## config.mk

```make
export PLATFORM = sky130hd
export DESIGN_NAME = hpdcache_victim_sel
export DESIGN_NICKNAME = d
export VERILOG_FILES = /design/src/rtl/hpdcache_victim_sel.sv
export SDC_FILE = /design/constraint.sdc
export NUM_CORES = 1
export LEC_CHECK = 0
export ABC_AREA = 1
export CELL_PAD_IN_SITES_DETAIL_PLACEMENT = 2
export CELL_PAD_IN_SITES_GLOBAL_PLACEMENT = 2
export CORE_UTILIZATION = 32
export CTS_CLUSTER_SIZE = 30
export DETAILED_ROUTE_END_ITERATION = 12
export GPL_TIMING_DRIVEN = 0
export PLACE_DENSITY_LB_ADDON = 0.25
export SYNTH_ARGS = -nofsm -noshare
export SYNTH_HDL_FRONTEND = slang
export SYNTH_SLANG_ARGS = --single-unit
```

## constraint.sdc

```tcl
create_clock -name clk_i -period 2.4 [get_ports clk_i]
set_input_delay 0.6 -clock clk_i [delete_from_list [all_inputs] [get_ports clk_i]]
set_output_delay 0.6 -clock clk_i [all_outputs]
set_load 0.02 [all_outputs]
```

## src/rtl/hpdcache_victim_sel.sv

```systemverilog
// Victim selection with bit-PLRU / round-robin / LFSR-random policies and per-set replacement state.
// Latency: victim registered 1 cycle after sel_i; no backpressure, a new selection is accepted every cycle.
module hpdcache_victim_sel #(
  parameter int unsigned SETS      = 64,
  parameter int unsigned WAYS      = 4,
  parameter logic [15:0] LFSR_SEED = 16'hACE1
) (
  input  logic                     clk_i,
  input  logic                     rst_i,

  input  logic                     updt_i,
  input  logic [$clog2(SETS)-1:0]  updt_set_i,
  input  logic [WAYS-1:0]          updt_way_i,

  input  logic                     repl_i,
  input  logic [$clog2(SETS)-1:0]  repl_set_i,
  input  logic [WAYS-1:0]          repl_way_i,

  input  logic                     inval_i,
  input  logic [$clog2(SETS)-1:0]  inval_set_i,
  input  logic [WAYS-1:0]          inval_way_i,

  input  logic                     sel_i,
  input  logic [$clog2(SETS)-1:0]  sel_set_i,
  input  logic [1:0]               policy_i,
  input  logic [WAYS-1:0]          sel_dir_valid_i,
  input  logic [WAYS-1:0]          sel_dir_wback_i,
  input  logic [WAYS-1:0]          sel_dir_dirty_i,
  input  logic [WAYS-1:0]          sel_dir_fetch_i,

  output logic                     sel_valid_o,
  output logic [WAYS-1:0]          sel_victim_way_o,
  output logic                     sel_none_o
);

  localparam int unsigned SET_W = $clog2(SETS);
  localparam int unsigned WAY_W = $clog2(WAYS);
  localparam logic [WAYS-1:0] ONE = WAYS'(1);
  localparam logic [1:0] POL_RR   = 2'd1;
  localparam logic [1:0] POL_RAND = 2'd2;

  function automatic logic [WAYS-1:0] f_lowest(input logic [WAYS-1:0] x);
    return x & (~x + ONE);
  endfunction

  // First set bit of c scanning upward from start, wrapping: rotate down, take lowest, rotate back.
  function automatic logic [WAYS-1:0] f_rot_first(input logic [WAYS-1:0] c,
                                                  input logic [WAY_W-1:0] start);
    logic [2*WAYS-1:0] dbl;
    logic [WAYS-1:0]   low;
    dbl = {c, c} >> start;
    low = f_lowest(dbl[WAYS-1:0]);
    dbl = {low, low} << start;
    return dbl[2*WAYS-1:WAYS];
  endfunction

  function automatic logic [WAY_W-1:0] f_index(input logic [WAYS-1:0] oh);
    logic [WAY_W-1:0] idx;
    idx = '0;
    for (int i = 0; i < WAYS; i++) begin
      if (oh[i]) idx = idx | WAY_W'(i);
    end
    return idx;
  endfunction

  function automatic logic [WAYS-1:0] f_mru_next(input logic [WAYS-1:0] cur,
                                                 input logic hit_u, input logic hit_r,
                                                 input logic hit_i,
                                                 input logic [WAYS-1:0] u_way,
                                                 input logic [WAYS-1:0] r_way,
                                                 input logic [WAYS-1:0] i_way);
    logic [WAYS-1:0] m;
    logic [WAYS-1:0] setm;
    m    = cur;
    setm = (hit_u ? u_way : '0) | (hit_r ? r_way : '0);
    if (hit_i) m = m & ~i_way;
    m = m | setm;
    // Saturation: restart the epoch with only this cycle's accesses marked.
    if (&m) m = setm;
    return m;
  endfunction

  logic [WAYS-1:0]  r_mru    [SETS];
  logic [WAY_W-1:0] r_rr_ptr [SETS];
  logic [15:0]      r_lfsr;
  logic             r_sel_valid;
  logic [WAYS-1:0]  r_victim;
  logic             r_none;

  logic [WAYS-1:0]  w_mru_nxt [SETS];
  logic [WAY_W-1:0] w_rr_nxt;
  logic [15:0]      w_lfsr_nxt;
  logic [WAYS-1:0]  w_unused;
  logic [WAYS-1:0]  w_clean;
  logic [WAYS-1:0]  w_dirty;
  logic [WAYS-1:0]  w_class;
  logic [WAYS-1:0]  w_plru;
  logic [WAYS-1:0]  w_victim;
  logic             w_none;

  always_comb begin
    for (int s = 0; s < SETS; s++) begin
      w_mru_nxt[s] = f_mru_next(r_mru[s],
                                updt_i  && (updt_set_i  == SET_W'(s)),
                                repl_i  && (repl_set_i  == SET_W'(s)),
                                inval_i && (inval_set_i == SET_W'(s)),
                                updt_way_i, repl_way_i, inval_way_i);
    end
  end

  assign w_rr_nxt   = f_index(repl_way_i) + WAY_W'(1);
  assign w_lfsr_nxt = {r_lfsr[14:0], r_lfsr[15] ^ r_lfsr[13] ^ r_lfsr[12] ^ r_lfsr[10]};

  assign w_unused = ~sel_dir_fetch_i & ~sel_dir_valid_i;
  assign w_clean  = ~sel_dir_fetch_i &  sel_dir_valid_i & ~sel_dir_dirty_i;
  assign w_dirty  = ~sel_dir_fetch_i &  sel_dir_valid_i &  sel_dir_dirty_i & sel_dir_wback_i;

  always_comb begin
    w_class  = (w_clean != '0) ? w_clean : w_dirty;
    w_plru   = f_lowest(~r_mru[sel_set_i] & w_class);
    w_victim = '0;
    w_none   = (w_unused | w_clean | w_dirty) == '0;
    if (w_unused != '0) begin
      w_victim = f_lowest(w_unused);
    end else begin
      case (policy_i)
        POL_RR:   w_victim = f_rot_first(w_class, r_rr_ptr[sel_set_i]);
        POL_RAND: w_victim = f_rot_first(w_class, r_lfsr[WAY_W-1:0]);
        default:  w_victim = (w_plru != '0) ? w_plru : f_lowest(w_class);
      endcase
    end
  end

  always_ff @(posedge clk_i) begin
    if (rst_i) begin
      for (int s = 0; s < SETS; s++) begin
        r_mru[s]    <= '0;
        r_rr_ptr[s] <= '0;
      end
      r_lfsr      <= LFSR_SEED;
      r_sel_valid <= 1'b0;
      r_victim    <= '0;
      r_none      <= 1'b0;
    end else begin
      for (int s = 0; s < SETS; s++) begin
        r_mru[s] <= w_mru_nxt[s];
      end
      if (repl_i) r_rr_ptr[repl_set_i] <= w_rr_nxt;
      if (sel_i) begin
        r_lfsr   <= w_lfsr_nxt;
        r_victim <= w_victim;
        r_none   <= w_none;
      end
      r_sel_valid <= sel_i;
    end
  end

  assign sel_valid_o      = r_sel_valid;
  assign sel_victim_way_o = r_victim;
  assign sel_none_o       = r_none;

  a_updt_onehot:  assert property (@(posedge clk_i) disable iff (rst_i) updt_i  |-> $onehot(updt_way_i));
  a_repl_onehot:  assert property (@(posedge clk_i) disable iff (rst_i) repl_i  |-> $onehot(repl_way_i));
  a_inval_onehot: assert property (@(posedge clk_i) disable iff (rst_i) inval_i |-> $onehot(inval_way_i));

endmodule

```

==> results.json <==
{
  "start_util": 0.325,
  "vias": 34083,
  "grt.overflow.total": 0,
  "gr-usage-met2": 0.673,
  "first_pass_iters": 7,
  "crit_required_ps": 2970,
  "clock_path_buffers": 3,
  "drive_above_1_share": 0.233,
  "clkSinkCount": 406,
  "slew-limit-headroom": 0.00741,
  "postCtsHoldBufs": 0,
  "crit_family": "compound AO/OA/AOI/OAI gates",
  "fin_crit_sh": 1.28,
  "drcViolationCount": 0,
  "rsz0062_at_grt": "yes",
  "yosysWarnings": 0,
  "drt_iter0_markers": 4139,
  "crit_buf_inv": 5,
  "ios": 66,
  "synth_cell_type_count": 42,
  "hold_path_class": "reg -> reg",
  "finalWorstSetupSlack_ps": -675,
  "ir_drop_mv": 0.636,
  "place_area_um2": 27100,
  "tritoncts": "done",
  "synth_area_um2": 25200,
  "die_y_um": 283,
  "io_buffers": 54,
  "grt_max_degree": 17,
  "failed_checks": "max-capacitance violations, negative setup slack",
  "area.growth.synth_to_final_pct": 36.0,
  "die_w_um": 283,
  "synth.avg_cell_area_um2": 6.66,
  "nets": 4151,
  "endpoint_kind": "flip-flop",
  "place_inst": 4886,
  "ctsHtreeMaxLevel": 2,
  "maxSlewViolCount": 0,
  "wl_per_cell_um": 37.9,
  "gp_congestion": 1.09,
  "min_period_ps": 3080,
  "met1_usage": 0.507,
  "crit_chain": "buf_12, buf_12, buf_6, buf_8, o21ai_0, o22ai_1, nor2_1, o221ai_4, nand3_4, nand3_2, nand2_1, nor2_2, nand2_2, buf_6, o21ai_4, nand3_2, a21oi_2",
  "synthCells": 3792,
  "grt_pass1_wl_um": 258000,
  "cap_violations": 1,
  "max_slew.worst_pin.slew_ps": 1480,
  "cp_slowest_stage_delay_ps": 450,
  "grt_pass1_vias": 34170,
  "ant_nets": 0,
  "fin_area_um2": 34300,
  "routed_wirelength_um": 196000,
  "num_rows": 102,
  "yosysSeqAreaShare": 0.373,
  "clk_latency_ps": 670,
  "final_cell_mix": "nand2_1 (624), inv_1 (472), nor2_1 (387)",
  "final_cells": 5186,
  "synth-seq-cells": 406,
  "cp.arrival_ps": 3650,
  "final_common_cell": "nand2_1",
  "leakage_nw": 14.4,
  "top_usage_layer": "met2",
  "fin_skew_ps": 39.4,
  "cts-root-buf": "clkbuf_16",
  "core_area_um2": 77700,
  "synth_fp_nets": 3854,
  "power_density_nw_per_um2": 587,
  "grt_antenna_before_repair": 26,
  "crit_fanout": 11,
  "hold_violations": 0,
  "grt_util_met3": 0.153,
  "fp.dieArea_um2": 80000,
  "fmax_mhz": 325,
  "worst_path_max_delay_cell": "o221ai_4",
  "place_hpwl_um": 122000,
  "setup_viol": 180,
  "critical_path_class": "in -> reg",
  "routed_via_density": 6.57,
  "status": "complete, but fails checks",
  "track_usage": 0.451,
  "start_kind": "input pin",
  "path_clk_slew_ps": 60,
  "cts_buffers": 52,
  "hold_ws_ps": 457
}
## cells by family (layout without fill, tap and decap cells)
group                    count (synthesis)  after routing  share of synthesized area
AO/OA/AOI/OAI                         1089           1089                      0.252
XOR/XNOR                                 3              3                    0.00104
adder cells (fa/ha/maj)                  2              2                   0.000991
buffers and inverters                  759           1097                      0.123
flip-flops                             406            406                      0.373
other                                    0             16                          0
AND/OR/NAND/NOR                       1533           1533                      0.251
## where the power goes
part           switching (W)  internal, W  total (W)  leakage [nW]
Clock                0.00376      0.00512    0.00889         0.888
Sequential          0.000114      0.00725    0.00736          3.46
Combinational        0.00284      0.00105    0.00390          10.0
Total                0.00672       0.0134     0.0201          14.4
## Yosys cell counts (all sizes together)
library cell / number / share of area
o221ai: 8 / 0.0028
a41oi: 1 / 0.00035
nand2: 690 / 0.10
edfxtp: 128 / 0.15
a221oi: 2 / 0.00069
nor3: 21 / 0.0046
nand3: 234 / 0.047
o21ai: 291 / 0.058
xor2: 2 / 0.00069
inv: 526 / 0.078
nor2: 514 / 0.077
o211ai: 147 / 0.044
xnor2: 1 / 0.00035
a21oi: 319 / 0.064
ha: 2 / 0.00099
clkinv: 2 / 0.00030
buf: 96 / 0.024
o22ai: 245 / 0.061
clkbuf: 135 / 0.020
nand4: 37 / 0.0092
or2: 4 / 0.00099
a211oi: 67 / 0.020
nand3b: 4 / 0.0012
dfxtp: 278 / 0.22
a31oi: 9 / 0.0022
nor4: 20 / 0.0050
or4: 9 / 0.0027
## cell type report
type	instances	area [µm²]
Fill cell	8831	43400
Inverter	528	2090
Clock inverter	27	405
Clock buffer	68	1410
Tap cell	1040	1300
Buffer	230	2040
Timing Repair Buffer	244	2430
Antenna cell	16	40.0
Sequential cell	406	9410
Multi-Input combinational cell	2627	15200
## registers in the layout, indices dropped and copies added, names as in the netlist
name              cells
r_lfsr               16
r_mru               256
r_rr_ptr            128
sel_valid_o           1
sel_none_o            1
sel_victim_way_o      4
## tightest hold or removal path, cell delays in order (launching register included)
cell     delay, ps
dfxtp_1        320
nand2_1         50
nand3_1         50
## through the flow
stage	TNS [ps]	power [W]	worst slack, ps	utilization
detailed placement	-804250	0.0102	-2510	0.349
global placement	-794690	0.0102	-2400	0.349
finish	-16010	0.0201	-675	0.442
CTS	-5140	0.0193	-292	0.422
global route	-17090	0.0203	-975	0.441
floorplan	-251	0.00881	-94.4	-
## timing repair
| item | 4_1_cts | 5_1_grt |
|---|---|---|
| hold endpoints to repair | 0 | 0 |
| pin swaps | 106 | 94 |
| gates resized for setup | 808 | 370 |
| cloned | 2 | 2 |
| setup buffers | 143 | 43 |
| endpoints found under the setup margin | 504 | 454 |
## routing by layer
metal	share of wire	up-vias	wire length, µm
met4	0.11	30	21100
met2	0.42	2545	82600
met3	0.12	1050	23900
li1	-	13543	-
met5	0.0011	-	207
met1	0.35	16915	68600
## final timing paths
check | startpoint | to | slack, ps | cells past startpoint
setup / recovery | sel_set_i[0] | sel_victim_way_o[2]$_SDFFE_PP0P_ | -680 | 17
hold / removal | r_lfsr[6]$_SDFFE_PP1P_ | r_lfsr[6]$_SDFFE_PP1P_ | 460 | 2
setup reg to reg | r_mru[9][1]$_SDFF_PP0_ | sel_victim_way_o[2]$_SDFFE_PP0P_ | -460 | 14
hold reg to reg | r_lfsr[6]$_SDFFE_PP1P_ | r_lfsr[6]$_SDFFE_PP1P_ | 460 | 2
No activity file was read; power rests on OpenSTA's default activity.
